==> config.mk <==
export PLATFORM = sky130hd
export DESIGN_NAME = pipe_hazard_ctrl_flat
export DESIGN_NICKNAME = d
export VERILOG_FILES = /design/src/rtl/pipe_pkg.sv /design/src/rtl/pipe_hazard_ctrl_if.sv /design/src/rtl/pipe_hazard_ctrl_scoreboard.sv /design/src/rtl/pipe_hazard_ctrl.sv /design/src/flat_wrapper.sv
export SDC_FILE = /design/constraint.sdc
export NUM_CORES = 1
export LEC_CHECK = 0
export BUFFER_PORTS_ARGS = -buffer_cell sky130_fd_sc_hd__buf_2
export CORE_ASPECT_RATIO = 0.8
export CORE_MARGIN = 2
export CORE_UTILIZATION = 33
export DETAILED_ROUTE_END_ITERATION = 16
export GPL_TIMING_DRIVEN = 0
export PLACE_DENSITY = 0.52
export SETUP_SLACK_MARGIN = 0.4
export SLEW_MARGIN = 30
export SYNTH_ARGS = -nofsm -noshare
export SYNTH_HDL_FRONTEND = slang
export SYNTH_SLANG_ARGS = --single-unit
export TNS_END_PERCENT = 50
==> constraint.sdc <==
create_clock -name CLK -period 2.8 [get_ports CLK]
set_input_delay 0.28 -clock CLK [delete_from_list [all_inputs] [get_ports CLK]]
set_output_delay 0.28 -clock CLK [all_outputs]
set_load 0.1 [all_outputs]
==> src/rtl/pipe_pkg.sv <==
// Shared types and constants for the pipeline hazard/forward controller.
package pipe_pkg;

  localparam logic [1:0] FWD_REG = 2'b00;
  localparam logic [1:0] FWD_MEM = 2'b01;
  localparam logic [1:0] FWD_WB  = 2'b10;

  localparam int SB_EX    = 0;
  localparam int SB_MEM   = 1;
  localparam int SB_WB    = 2;
  localparam int SB_DEPTH = 3;

  // Register IDs are zero-extended into a fixed-width field so the struct stays package-level.
  localparam int SB_DST_W = 8;

  typedef struct packed {
    logic                valid;
    logic                wr;
    logic [SB_DST_W-1:0] dst;
    logic                is_load;
  } sb_entry_t;

  function automatic logic [15:0] sat_inc16(input logic [15:0] v);
    return (v == 16'hFFFF) ? v : v + 16'd1;
  endfunction

endpackage

==> src/rtl/pipe_hazard_ctrl_if.sv <==
// ID-stage, memory handshake and pipeline-control bundle between the CPU and the hazard controller.
interface pipe_hazard_ctrl_if #(
  parameter int REG_ID_W = 4,
  parameter int NUM_SRC  = 2
);
  logic                         id_valid;
  logic [NUM_SRC*REG_ID_W-1:0]  id_src_id;
  logic [NUM_SRC-1:0]           id_src_used;
  logic [REG_ID_W-1:0]          id_dst_id;
  logic                         id_dst_wr;
  logic                         id_is_load;
  logic                         redirect;
  logic                         mem_req;
  logic                         mem_ready;

  logic                         pipe_en;
  logic                         pc_write;
  logic                         ifid_write;
  logic                         ifid_flush;
  logic                         idex_bubble;
  logic [NUM_SRC*2-1:0]         fwd_sel;
  logic                         mem_timeout;
  logic [15:0]                  stall_cycles;
  logic [15:0]                  flush_cycles;
  logic [15:0]                  freeze_cycles;

  modport master (
    output id_valid, id_src_id, id_src_used, id_dst_id, id_dst_wr, id_is_load,
           redirect, mem_req, mem_ready,
    input  pipe_en, pc_write, ifid_write, ifid_flush, idex_bubble, fwd_sel,
           mem_timeout, stall_cycles, flush_cycles, freeze_cycles
  );

  modport slave (
    input  id_valid, id_src_id, id_src_used, id_dst_id, id_dst_wr, id_is_load,
           redirect, mem_req, mem_ready,
    output pipe_en, pc_write, ifid_write, ifid_flush, idex_bubble, fwd_sel,
           mem_timeout, stall_cycles, flush_cycles, freeze_cycles
  );
endinterface

==> src/rtl/pipe_hazard_ctrl_scoreboard.sv <==
// EX/MEM/WB destination scoreboard plus the EX-stage source-operand latch.
module hazard_scoreboard
  import pipe_pkg::*;
#(
  parameter int REG_ID_W = 4,
  parameter int NUM_SRC  = 2
) (
  input  logic                        CLK,
  input  logic                        RST,
  input  logic                        advance_i,
  input  logic                        bubble_i,
  input  sb_entry_t                   id_entry_i,
  input  logic [NUM_SRC*REG_ID_W-1:0] id_src_i,
  input  logic [NUM_SRC-1:0]          id_used_i,
  output sb_entry_t [SB_DEPTH-1:0]    sb_o,
  output logic [NUM_SRC*REG_ID_W-1:0] ex_src_o,
  output logic [NUM_SRC-1:0]          ex_used_o
);

  sb_entry_t [SB_DEPTH-1:0]    sb_q;
  logic [NUM_SRC*REG_ID_W-1:0] ex_src_q;
  logic [NUM_SRC-1:0]          ex_used_q;

  always_ff @(posedge CLK or negedge RST) begin
    if (!RST) begin
      sb_q      <= '0;
      ex_src_q  <= '0;
      ex_used_q <= '0;
    end else if (advance_i) begin
      sb_q[SB_WB]  <= sb_q[SB_MEM];
      sb_q[SB_MEM] <= sb_q[SB_EX];
      if (bubble_i) begin
        sb_q[SB_EX] <= '0;
        ex_src_q    <= '0;
        ex_used_q   <= '0;
      end else begin
        sb_q[SB_EX] <= id_entry_i;
        ex_src_q    <= id_src_i;
        ex_used_q   <= id_used_i;
      end
    end
  end

  assign sb_o      = sb_q;
  assign ex_src_o  = ex_src_q;
  assign ex_used_o = ex_used_q;

endmodule

==> src/rtl/pipe_hazard_ctrl.sv <==
// Hazard, forwarding and memory-freeze controller for the 5-stage pipeline.
// Optional performance counters are built only when HAZ_PERF_EN is defined.
module pipe_hazard_ctrl
  import pipe_pkg::*;
#(
  parameter int REG_ID_W    = 4,
  parameter int NUM_SRC     = 2,
  parameter int MEM_TIMEOUT = 255
) (
  input logic               CLK,
  input logic               RST,
  pipe_hazard_ctrl_if.slave bus
);

  sb_entry_t [SB_DEPTH-1:0]    sb;
  sb_entry_t                   id_entry;
  logic [NUM_SRC*REG_ID_W-1:0] ex_src;
  logic [NUM_SRC-1:0]          ex_used;
  logic                        freeze, loaduse, src_hit;
  logic                        redirect_act, loaduse_act;
  logic [NUM_SRC*2-1:0]        fwd_sel_d;
  logic [15:0]                 wait_q, wait_d;
  logic                        timeout_q, timeout_d;
  logic                        unused_sb;

  always_comb begin
    id_entry         = '0;
    id_entry.valid   = bus.id_valid;
    id_entry.wr      = bus.id_dst_wr;
    id_entry.dst     = SB_DST_W'(bus.id_dst_id);
    id_entry.is_load = bus.id_is_load;
  end

  hazard_scoreboard #(.REG_ID_W(REG_ID_W), .NUM_SRC(NUM_SRC)) u_sb (
    .CLK        (CLK),
    .RST        (RST),
    .advance_i  (bus.pipe_en),
    .bubble_i   (bus.idex_bubble),
    .id_entry_i (id_entry),
    .id_src_i   (bus.id_src_id),
    .id_used_i  (bus.id_src_used),
    .sb_o       (sb),
    .ex_src_o   (ex_src),
    .ex_used_o  (ex_used)
  );

  always_comb begin
    src_hit = 1'b0;
    for (int k = 0; k < NUM_SRC; k++) begin
      if (bus.id_src_used[k] &&
          SB_DST_W'(bus.id_src_id[k*REG_ID_W +: REG_ID_W]) == sb[SB_EX].dst)
        src_hit = 1'b1;
    end
  end

  assign freeze       = bus.mem_req & ~bus.mem_ready;
  assign loaduse      = bus.id_valid & sb[SB_EX].valid & sb[SB_EX].wr & sb[SB_EX].is_load & src_hit;
  assign redirect_act = ~freeze & bus.redirect;
  assign loaduse_act  = ~freeze & ~bus.redirect & loaduse;

  assign bus.pipe_en     = ~freeze;
  assign bus.pc_write    = ~freeze & ~loaduse_act;
  assign bus.ifid_write  = ~freeze & ~loaduse_act;
  assign bus.ifid_flush  = redirect_act;
  assign bus.idex_bubble = redirect_act | loaduse_act;

  // MEM-stage match is checked first so the younger writer wins.
  always_comb begin
    fwd_sel_d = '0;
    for (int k = 0; k < NUM_SRC; k++) begin
      if (ex_used[k]) begin
        if (sb[SB_MEM].valid && sb[SB_MEM].wr &&
            sb[SB_MEM].dst == SB_DST_W'(ex_src[k*REG_ID_W +: REG_ID_W]))
          fwd_sel_d[k*2 +: 2] = FWD_MEM;
        else if (sb[SB_WB].valid && sb[SB_WB].wr &&
                 sb[SB_WB].dst == SB_DST_W'(ex_src[k*REG_ID_W +: REG_ID_W]))
          fwd_sel_d[k*2 +: 2] = FWD_WB;
        else
          fwd_sel_d[k*2 +: 2] = FWD_REG;
      end
    end
  end
  assign bus.fwd_sel = fwd_sel_d;

  assign unused_sb = ^{sb[SB_MEM].is_load, sb[SB_WB].is_load};

  assign wait_d    = freeze ? sat_inc16(wait_q) : 16'd0;
  assign timeout_d = timeout_q | (freeze & (wait_d >= 16'(MEM_TIMEOUT)));

  always_ff @(posedge CLK or negedge RST) begin
    if (!RST) begin
      wait_q    <= '0;
      timeout_q <= 1'b0;
    end else begin
      wait_q    <= wait_d;
      timeout_q <= timeout_d;
    end
  end
  assign bus.mem_timeout = timeout_q;

`ifdef HAZ_PERF_EN
  logic [15:0] stall_q, flush_q, freeze_q;

  always_ff @(posedge CLK or negedge RST) begin
    if (!RST) begin
      stall_q  <= '0;
      flush_q  <= '0;
      freeze_q <= '0;
    end else begin
      if (loaduse_act)  stall_q  <= sat_inc16(stall_q);
      if (redirect_act) flush_q  <= sat_inc16(flush_q);
      if (freeze)       freeze_q <= sat_inc16(freeze_q);
    end
  end

  assign bus.stall_cycles  = stall_q;
  assign bus.flush_cycles  = flush_q;
  assign bus.freeze_cycles = freeze_q;
`else
  assign bus.stall_cycles  = 16'd0;
  assign bus.flush_cycles  = 16'd0;
  assign bus.freeze_cycles = 16'd0;
`endif

endmodule

==> src/flat_wrapper.sv <==
// flat-port wrapper written by rule: the top's interface ports become plain ports
module pipe_hazard_ctrl_flat import pipe_pkg::*;
#(
  parameter int REG_ID_W    = 4,
  parameter int NUM_SRC     = 2,
  parameter int MEM_TIMEOUT = 255
)
  (CLK, RST, bus_id_valid, bus_id_src_id, bus_id_src_used, bus_id_dst_id, bus_id_dst_wr, bus_id_is_load, bus_redirect, bus_mem_req, bus_mem_ready, bus_pipe_en, bus_pc_write, bus_ifid_write, bus_ifid_flush, bus_idex_bubble, bus_fwd_sel, bus_mem_timeout, bus_stall_cycles, bus_flush_cycles, bus_freeze_cycles);
  pipe_hazard_ctrl_if #(.REG_ID_W(REG_ID_W), .NUM_SRC(NUM_SRC)) bus_i ();
  input logic CLK;
  input logic RST;
  input wire logic [$bits(bus_i.id_valid)-1:0] bus_id_valid;
  input wire logic [$bits(bus_i.id_src_id)-1:0] bus_id_src_id;
  input wire logic [$bits(bus_i.id_src_used)-1:0] bus_id_src_used;
  input wire logic [$bits(bus_i.id_dst_id)-1:0] bus_id_dst_id;
  input wire logic [$bits(bus_i.id_dst_wr)-1:0] bus_id_dst_wr;
  input wire logic [$bits(bus_i.id_is_load)-1:0] bus_id_is_load;
  input wire logic [$bits(bus_i.redirect)-1:0] bus_redirect;
  input wire logic [$bits(bus_i.mem_req)-1:0] bus_mem_req;
  input wire logic [$bits(bus_i.mem_ready)-1:0] bus_mem_ready;
  output wire logic [$bits(bus_i.pipe_en)-1:0] bus_pipe_en;
  output wire logic [$bits(bus_i.pc_write)-1:0] bus_pc_write;
  output wire logic [$bits(bus_i.ifid_write)-1:0] bus_ifid_write;
  output wire logic [$bits(bus_i.ifid_flush)-1:0] bus_ifid_flush;
  output wire logic [$bits(bus_i.idex_bubble)-1:0] bus_idex_bubble;
  output wire logic [$bits(bus_i.fwd_sel)-1:0] bus_fwd_sel;
  output wire logic [$bits(bus_i.mem_timeout)-1:0] bus_mem_timeout;
  output wire logic [$bits(bus_i.stall_cycles)-1:0] bus_stall_cycles;
  output wire logic [$bits(bus_i.flush_cycles)-1:0] bus_flush_cycles;
  output wire logic [$bits(bus_i.freeze_cycles)-1:0] bus_freeze_cycles;
  assign bus_i.id_valid = bus_id_valid;
  assign bus_i.id_src_id = bus_id_src_id;
  assign bus_i.id_src_used = bus_id_src_used;
  assign bus_i.id_dst_id = bus_id_dst_id;
  assign bus_i.id_dst_wr = bus_id_dst_wr;
  assign bus_i.id_is_load = bus_id_is_load;
  assign bus_i.redirect = bus_redirect;
  assign bus_i.mem_req = bus_mem_req;
  assign bus_i.mem_ready = bus_mem_ready;
  assign bus_pipe_en = bus_i.pipe_en;
  assign bus_pc_write = bus_i.pc_write;
  assign bus_ifid_write = bus_i.ifid_write;
  assign bus_ifid_flush = bus_i.ifid_flush;
  assign bus_idex_bubble = bus_i.idex_bubble;
  assign bus_fwd_sel = bus_i.fwd_sel;
  assign bus_mem_timeout = bus_i.mem_timeout;
  assign bus_stall_cycles = bus_i.stall_cycles;
  assign bus_flush_cycles = bus_i.flush_cycles;
  assign bus_freeze_cycles = bus_i.freeze_cycles;
  pipe_hazard_ctrl #(.REG_ID_W(REG_ID_W), .NUM_SRC(NUM_SRC), .MEM_TIMEOUT(MEM_TIMEOUT)) u_core (.CLK(CLK), .RST(RST), .bus(bus_i));
endmodule
# After elaboration in Yosys (flattened, before gate mapping)
# Index checks and enable logic that the tools add are counted.
# word_totals
register_bits,58
inputBits,22
output_inout_bits,58
wordCells,60
# classes
n_addsub,1
magnitude_cmp,1
eq_ne,7
n_mux,13
n_bitwise,16
reduce_logical,8
# ops
cell,count
equality test 8 x 4 -> 1 bit,4
2-to-1 mux 16 bit,2
adder 16 x 1 -> 16 bit (second input constant),1
equality test 16 bit (second input constant),1
equality test 4 x 8 -> 1 bit,2
greater-or-equal comparator 16 x 8 -> 1 bit (second input constant),1
2-to-1 mux 2 bit,7
2-to-1 mux 11 bit,1
bitwise AND 1 bit,10
logical AND 1 bit,8
2-to-1 mux 8 bit,1
inverter 1 bit,4
2-to-1 mux 1 bit,2
bitwise OR 1 bit,2

# Logic depth before layout (Yosys ltp)
# Gate-level depths: netlist (run 1).
# logic_depth
ltp_word,8
mapped_depth,8
ltp_nobuf,7

# Cells and area by module
# Synthesis (run 1) repeated with hierarchy kept, for this count alone.
# hier_totals
cells_unflattened,352
area_unflattened_um2,3550.9
# modules_own_cells
mod,n_inst,cells_per_inst,area_each_um2,seq_area_each_um2
hazard_scoreboard,1,137,1794.2,1076.0
pipe_hazard_ctrl,1,215,1756.7,425.4

# Least setup slack after synthesis (run 1)
# OpenSTA, ideal clock, no wires.
# synth_timing
kind,register -> output
startpoint,reg u_core.u_sb.sb_q (netlist bit u_core.u_sb.sb_o[13])
endpoint,out bus_fwd_sel[3]
arrival_time_ns,2.729
t_required_ns,2.520
setup_slack_ns,-0.209
path_stages_with_launch,5
n_path_buf,0
cell_sequence,dfrtp_1 > xnor2_1 > nand3_1 > nor4_1 > nor3_1
# synth_via
elab_chain_cells,4
# synth_lines
element,line_no,text
from (decl),pipe_hazard_ctrl_scoreboard.sv:20,sb_entry_t [SB_DEPTH-1:0] sb_q;
"from (signal, indexed assignment)",pipe_hazard_ctrl_scoreboard.sv:30,sb_q[SB_WB] <= sb_q[SB_MEM];
"from (signal, indexed assignment)",pipe_hazard_ctrl_scoreboard.sv:31,sb_q[SB_MEM] <= sb_q[SB_EX];
"from (signal, indexed assignment)",pipe_hazard_ctrl_scoreboard.sv:37,sb_q[SB_EX] <= id_entry_i;
equality test 8 x 4 -> 1 bit,pipe_hazard_ctrl.sv:73,sb[SB_MEM].dst == SB_DST_W'(ex_src[k*REG_ID_W +: REG_ID_W]))
logical AND 1 bit,pipe_hazard_ctrl.sv:72,if (sb[SB_MEM].valid && sb[SB_MEM].wr &&
2-to-1 mux 2 bit,pipe_hazard_ctrl.sv:72,
2-to-1 mux 2 bit,pipe_hazard_ctrl.sv:71,if (ex_used[k]) begin
to (decl),flat_wrapper.sv:26,output wire logic [$bits(bus_i.fwd_sel)-1:0] bus_fwd_sel;
# No other way between the ends.

# Final worst setup path (run 1)
# layout_timing
startpoint,reg u_core.u_sb.sb_q (netlist bit u_core.u_sb.sb_o[15])
endpoint,out bus_fwd_sel[2]
# Same word-level chain as after synthesis.

==> metrics.txt, run 1 <==
drc violations 0; CTS tree yes; fmax 433.6 MHz; initial detailed-routing violation count 68; grt peak-use layer met1; Peak VDD IR 238.8 uV; GPL Wtd Cong 0.7847; CP max FO 4; Setup violations, final 0; CP Class reg -> out; first-pass GRT wire length about 10000 um; Startpoint Class flop; post-layout util between 40% and 50%; initial antenna violation count 0; die area 0.009275 mm2; final hold vios 0; Ant. Diodes 0; Max transition margin 59.61%; Rows 30; GRT overflow 0; TritonRoute pass-1 iters 4; post-route ant nets 0; IO Count 80; Die X 107.2 um; total CTS buffers 5; met3 usage 2.556%; Power Density 519.0 mW/mm2; Period minus WS final 2.306 ns; RSZ-0062 raised after global routing true; CP Buf/Inv Count 1; share of async-settable or async-resettable flops after synthesis 100.0%; cell chain of the critical path xor2_1, nor4_1, and2_1, buf_2; routed length per instance 12.29 um; vias in the first global route 1978; top cell type's share of synthesized area 40.96%; routed via count 2223; synth top area cells dfrtp_1, buf_4, nand2_1; chip height 86.54 um; Cells after Synth 303; Worst Skew 0.01360 ns; Max-cap violations 0; CP delay by family, top simple AND/OR/NAND/NOR gates; initial core utilization 33.57%; Netlist cell types between 40 and 50; clk slew on worst S/H paths around 0.1 ns; largest stage delay on the critical path 0.46 ns; status finished, final reports clean; Syn Area/Cell 9.275 um2; Clock Path Buffers 2; share of the yosys chip area belonging to registers 40.96%; Critical-path top delay cell nor4_1; hold crit path type in -> reg; Layout area overhead 23.20%; CTS Root Cell clkbuf_8; crit path capture type primary output; area of the mapped netlist 0.002810 mm2; GRT Total Usage 13.76%; met1 Resource Use GR 20.58%; leakage around 0.0018 uW; Synth warnings 0; post-synthesis register bit count 46; H-Tree Depth 2; number of synthesized flops with an enable pin 0; proportion of layout cells with a drive suffix above 1 28.93%; port bufs 31; final instance area 0.003462 mm2; met2 usage in global routing 20.25%; clock latency on the worst-skew pair slightly above 0.3 ns; fin. max-slew vios 0; total wire length 6219 um; TritonCTS Sinks 46; worst path arrival time approximately 2 ns; Req. time, crit path 2.52 ns; Synth area leader dfrtp_1; Final Cycle Share a little over 80%; core area between 0.008 and 0.009 mm2; post-detail-place hpwl 4590 um; worst slew pin tran 0.6058 ns; DR vias/cell around 4.4; ys flop type dfrtp_1; largest net degree at the start of global routing 47; Final #Nets 416; placed inst area 0.003289 mm2
logic make-up after synthesis:
family	after synthesis	synth area share, %
xor gates and xnor gates	29	9.039
adders and majority gates	1	0.4452
muxes	5	1.825
other	1	0.1334
buffers and inverters	62	15.18
DFF	46	40.96
and+or+nand+nor	119	21.86
AOI/OAI and AO/OA	40	10.55
through the flow:
| step | TNS (ns) | power, uW | std cells | worst slack (ns) | hold WS [ns] |
|---|---|---|---|---|---|
| after floorplan | -0.2566 | 1221 | 350 | -0.2064 | -0.01559 |
| after global routing | 0 | 1859 | 506 | 0.3753 | 0.1794 |
| after detailed placement | 0 | 1294 | 493 | 0.5469 | 0.3344 |
| final | 0 | 1797 | 506 | 0.4935 | 0.1743 |
| after CTS | 0 | 1810 | 506 | 0.4036 | 0.1726 |
| after global placement | 0 | 1290 | 493 | 0.5204 | 0.4910 |
power breakdown:
part / leakage [uW] / internal [uW] / switching, uW
Clock: 0.0000514 / 267 / 240
Sequential: 0.000608 / 701 / 46.0
Combinational: 0.00110 / 127 / 416
Total: 0.00176 / 1090 / 702
final cells by class:
cell class,instances,area (um2)
Tap cell,112,140.1
Fill cell,870,4908
Clock inverter,2,37.54
Multi-Input combinational cell,242,1426
Buffer,59,415.4
Inverter,3,11.26
Clock buffer,6,72.57
Sequential cell,46,1152
Timing Repair Buffer,36,206.4
state kept, by name (all words and copies together) (netlist names):
register                count
u_core.u_sb.sb_o           19
u_core.wait_q              16
u_core.u_sb.ex_src_o        8
u_core.u_sb.ex_used_o       2
u_core.bus.mem_timeout      1
synthesized netlist by cell type (2+ instances only):
library cell  count
buf_2             5
nand4_1           4
o211ai_2          2
clkbuf_1          4
nor2_1           14
o21ai_0           9
mux2i_1           4
nor3_1           13
dfrtp_1          46
nand2_1          45
xor2_1           14
buf_4            50
inv_1             2
a21oi_1           5
or3_2             2
nand3_1          17
and3_1            2
and4_1            2
xnor2_1          15
a22o_1           16
and2_1            5
nor4_1            3
or2_2             2
metal layers:
| layer | vias to the layer above | wire, um |
|---|---|---|
| met2 | 68 | 2550 |
| met5 | - | 0 |
| li1 | 1127 | - |
| met3 | 5 | 382 |
| met1 | 1023 | 3229 |
| met4 | 0 | 56 |
final timing paths:
path	to	slack (ns)	start	depth (start not counted)
worst min-delay path	u_core.u_sb.sb_o[1]	0.17	bus_id_dst_id[0]	2
max in group asynchronous	u_core.u_sb.sb_o[1]	1.85	RST	2
min in group asynchronous	u_core.u_sb.sb_o[9]	0.52	RST	2
worst min register to register	u_core.bus.mem_timeout	0.51	u_core.bus.mem_timeout	2
worst max-delay path	bus_fwd_sel[2]	0.49	u_core.u_sb.sb_o[15]	4
worst max register to register	u_core.bus.mem_timeout	0.56	u_core.wait_q[2]	6
cells in the final DEF, fill, tap and decap left out, drive strengths merged, types with 14 or more instances in the layout:
cell type,netlist,layout
buf,55,90
conb,1,48
dfrtp,46,46
nand2,45,45
nand3,17,17
a22o,16,16
xnor2,15,15
nor2,14,14
xor2,14,14
nor3,14,14
timing repair:
item / CTS / global route
setup buffers: 4 / 0
resized for setup: 3 / 3
hold buffers: 1 / 0
hold endpoints to repair: 26 / 0
pin swaps: 2 / 2
setup endpoints to repair: 3 / 4
Power figures use the tool's default switching activity.
==> run 2, diff against run 1 <==
Settings changed: PLACE_DENSITY 0.52 to 0.54.
Clock period 2.8 ns to 2 ns, I/O delays scaled along.
==> run 2 against run 1 <==
  * The run now ends with negative setup slack left
  * Clock-buffer cell count stayed put
  * Highest routed layer unchanged
  * Worst setup slack worse by 0.71 ns
  * Register-to-register slack worse by 0.49 ns
  * Final cell count rose by 5.1%
  * Global-route usage increased by 1.2 points
  * Combinational power grew 58%
==> metrics.txt, run 2 (same netlist as run 1, synthesis figures left out) <==
status finished with violations; violated checks negative setup slack; DR vias/cell 4.402 (+0.20%); post-layout util 49.09% (+7.7 points); CP Class reg -> out; die area 0.009275 mm2 (unchanged); total wire length 6625 um (+6.5%); commonest non-fill, non-tap cells in the layout buf_4, conb_1, nand2_1; Int Pwr 1595 uW (+46%); Clock Path Buffers 2 (unchanged); most common cell after layout, fill and taps aside buf_4; Finished Layout Cells 532 (+5.1%); Sw Share 38.92% (-0.15 points); Max-cap violations 0 (unchanged); CTS Root Cell clkbuf_8; r2r startpoint u_core.u_sb.sb_o[1]; Max transition margin 60.06% (+0.44 points); max reg flops 19 (unchanged); clock latency on the worst-skew pair 0.31 ns (about the same); crit path capture type primary output; Worst Skew 0.006801 ns (-0.006801 ns); Layout area overhead 46.22%; initial detailed-routing violation count 123 (+81%); drc violations 0 (unchanged); GPL Wtd Cong 0.8194 (+4.4%); vias in the first global route 2119 (+7.1%); Final Cycle Share 110.6%; Worst Setup EP bus_pc_write; Startpoint Class flop; Peak VDD IR 268.1 uV (+12%); filler cell count 751 (-14%); Net Sw Power 1016 uW (+45%); chip height 86.54 um (unchanged); reg-to-reg critical path endpoint u_core.u_sb.ex_src_o[3]; port bufs 31 (unchanged); TritonCTS Sinks 46 (unchanged); leakage 0.001995 uW (+13%); routed length per instance 12.45 um (+1.3%); Die X 107.2 um (unchanged); fmax between 400 and 500 MHz; Final #Nets 442 (+6.3%); reg2reg path depth 8 (+2); placed cell count 493 (unchanged); CP max FO 4 (unchanged); clk slew on worst S/H paths 0.09 ns (about the same); Setup violations, final 3 (+3); final hold vios 0 (unchanged); total CTS buffers 5 (unchanged); largest net degree at the start of global routing 47 (unchanged); Flop pwr share 40.4% (-1.2 points); worst path arrival time 2.01 ns (-0.02 ns); Period minus WS final 2.213 ns; Ant. Diodes 0 (unchanged); core area 0.008371 mm2 (unchanged); post-route ant nets 0 (unchanged); clock network fraction of design power 26.8% (-1.4 points); Req. time, crit path 1.80 ns (-0.72 ns); post-detail-place hpwl 4669 um (+1.7%); GRT overflow 0 (unchanged); final setup margin -0.2127 ns (-0.7062 ns); initial core utilization 33.57% (unchanged); CTS tree yes; RSZ-0062 raised after global routing true; routed via count 2342 (+5.4%); proportion of layout cells with a drive suffix above 1 45.24% (+16 points); GRT Total Usage 14.94% (+1.2 points); first-pass GRT wire length 10780 um (+8.2%); worst slew pin tran 0.5992 ns (-0.006650 ns); hold crit path type in -> reg; crit path launch u_core.u_sb.sb_o[1]; IO Count 80 (unchanged); Power Density 635.4 mW/mm2 (+22%); Worst R2R Setup Slack 0.07 ns (-0.49 ns); initial antenna violation count 0 (unchanged); H-Tree Depth 2 (unchanged); TritonRoute pass-1 iters 4 (unchanged); power share of the combinational group 32.8% (+2.6 points); Rows 30 (unchanged); fin. max-slew vios 0 (unchanged)
## run 2: worst min path at each step
stage | endpoint | from | cells after the start | slack (ns)
2_1_floorplan | u_core.bus.mem_timeout | RST | 0 | -0.1
3_3_place_gp | u_core.u_sb.sb_o[4] | bus_id_dst_id[3] | 2 | 0.42
3_5_place_dp | u_core.wait_q[7] | RST | 1 | 0.25
4_1_cts | u_core.u_sb.sb_o[1] | bus_id_dst_id[0] | 2 | 0.1
5_1_grt | u_core.u_sb.sb_o[4] | bus_id_dst_id[3] | 2 | 0.09
6_report | u_core.u_sb.sb_o[1] | bus_id_dst_id[0] | 2 | 0.1
## run 2: power groups by stage
stage	clock, uW	combinational (uW)	sequential, uW
3_5_place_dp	0	762	1070
2_1_floorplan	0	661	1060
4_1_cts	716	823	1040
6_report	701	857	1050
5_1_grt	764	900	1060
3_3_place_gp	0	756	1060
## run 2: cell type report
| class | instances | area [um2] | area share, % |
|---|---|---|---|
| sequential | 46 | 1165 | 28.35 |
| clock inverter | 2 | 37.54 | 0.9135 |
| buffer | 59 | 442.9 | 10.78 |
| timing repair buffer | 62 | 505.5 | 12.30 |
| tap | 112 | 140.1 | 3.410 |
| multi-input combinational | 242 | 1733 | 42.17 |
| clock buffer | 6 | 72.57 | 1.766 |
| inverter | 3 | 12.51 | 0.3045 |
## run 2: repair_timing
item | 4_1_cts | 5_1_grt
hold buffers | 1 | 0
pin swaps | 25 | 33
setup buffers | 22 | 8
hold endpoints to repair | 46 | 0
gates resized for setup | 61 | 32
setup endpoints to repair | 36 | 36
## run 2: through the flow
step	hold WS [ns]	total power, uW	instance area [um2]	setup TNS, ns	setup slack (ns)
6_report	0.09807	2611	4109	-0.5798	-0.2127
5_1_grt	0.09453	2727	4109	-0.9583	-0.3009
4_1_cts	0.09643	2583	3910	-0.7356	-0.2745
3_5_place_dp	0.2516	1827	3379	-0.9904	-0.1616
3_3_place_gp	0.4192	1819	3377	-0.8565	-0.1596
2_1_floorplan	-0.09559	1724	3082	0	0.1823
## run 2: per-layer routing
metal | global-route usage, % | share of wire, %
met1 | 22.13 | 49
met3 | 2.857 | 5.6
met2 | 22.04 | 44
met4 | 4.604 | 1.2
met5 | 0 | 0
## run 2: critical path: stages (launching register included)
cell      delay [ns]
dfrtp_1         0.44
xor2_1          0.17
nor3_2          0.19
nand3_1         0.14
a211oi_4        0.28
buf_6           0.14
nor2_4          0.04
buf_12          0.15
buf_12          0.15
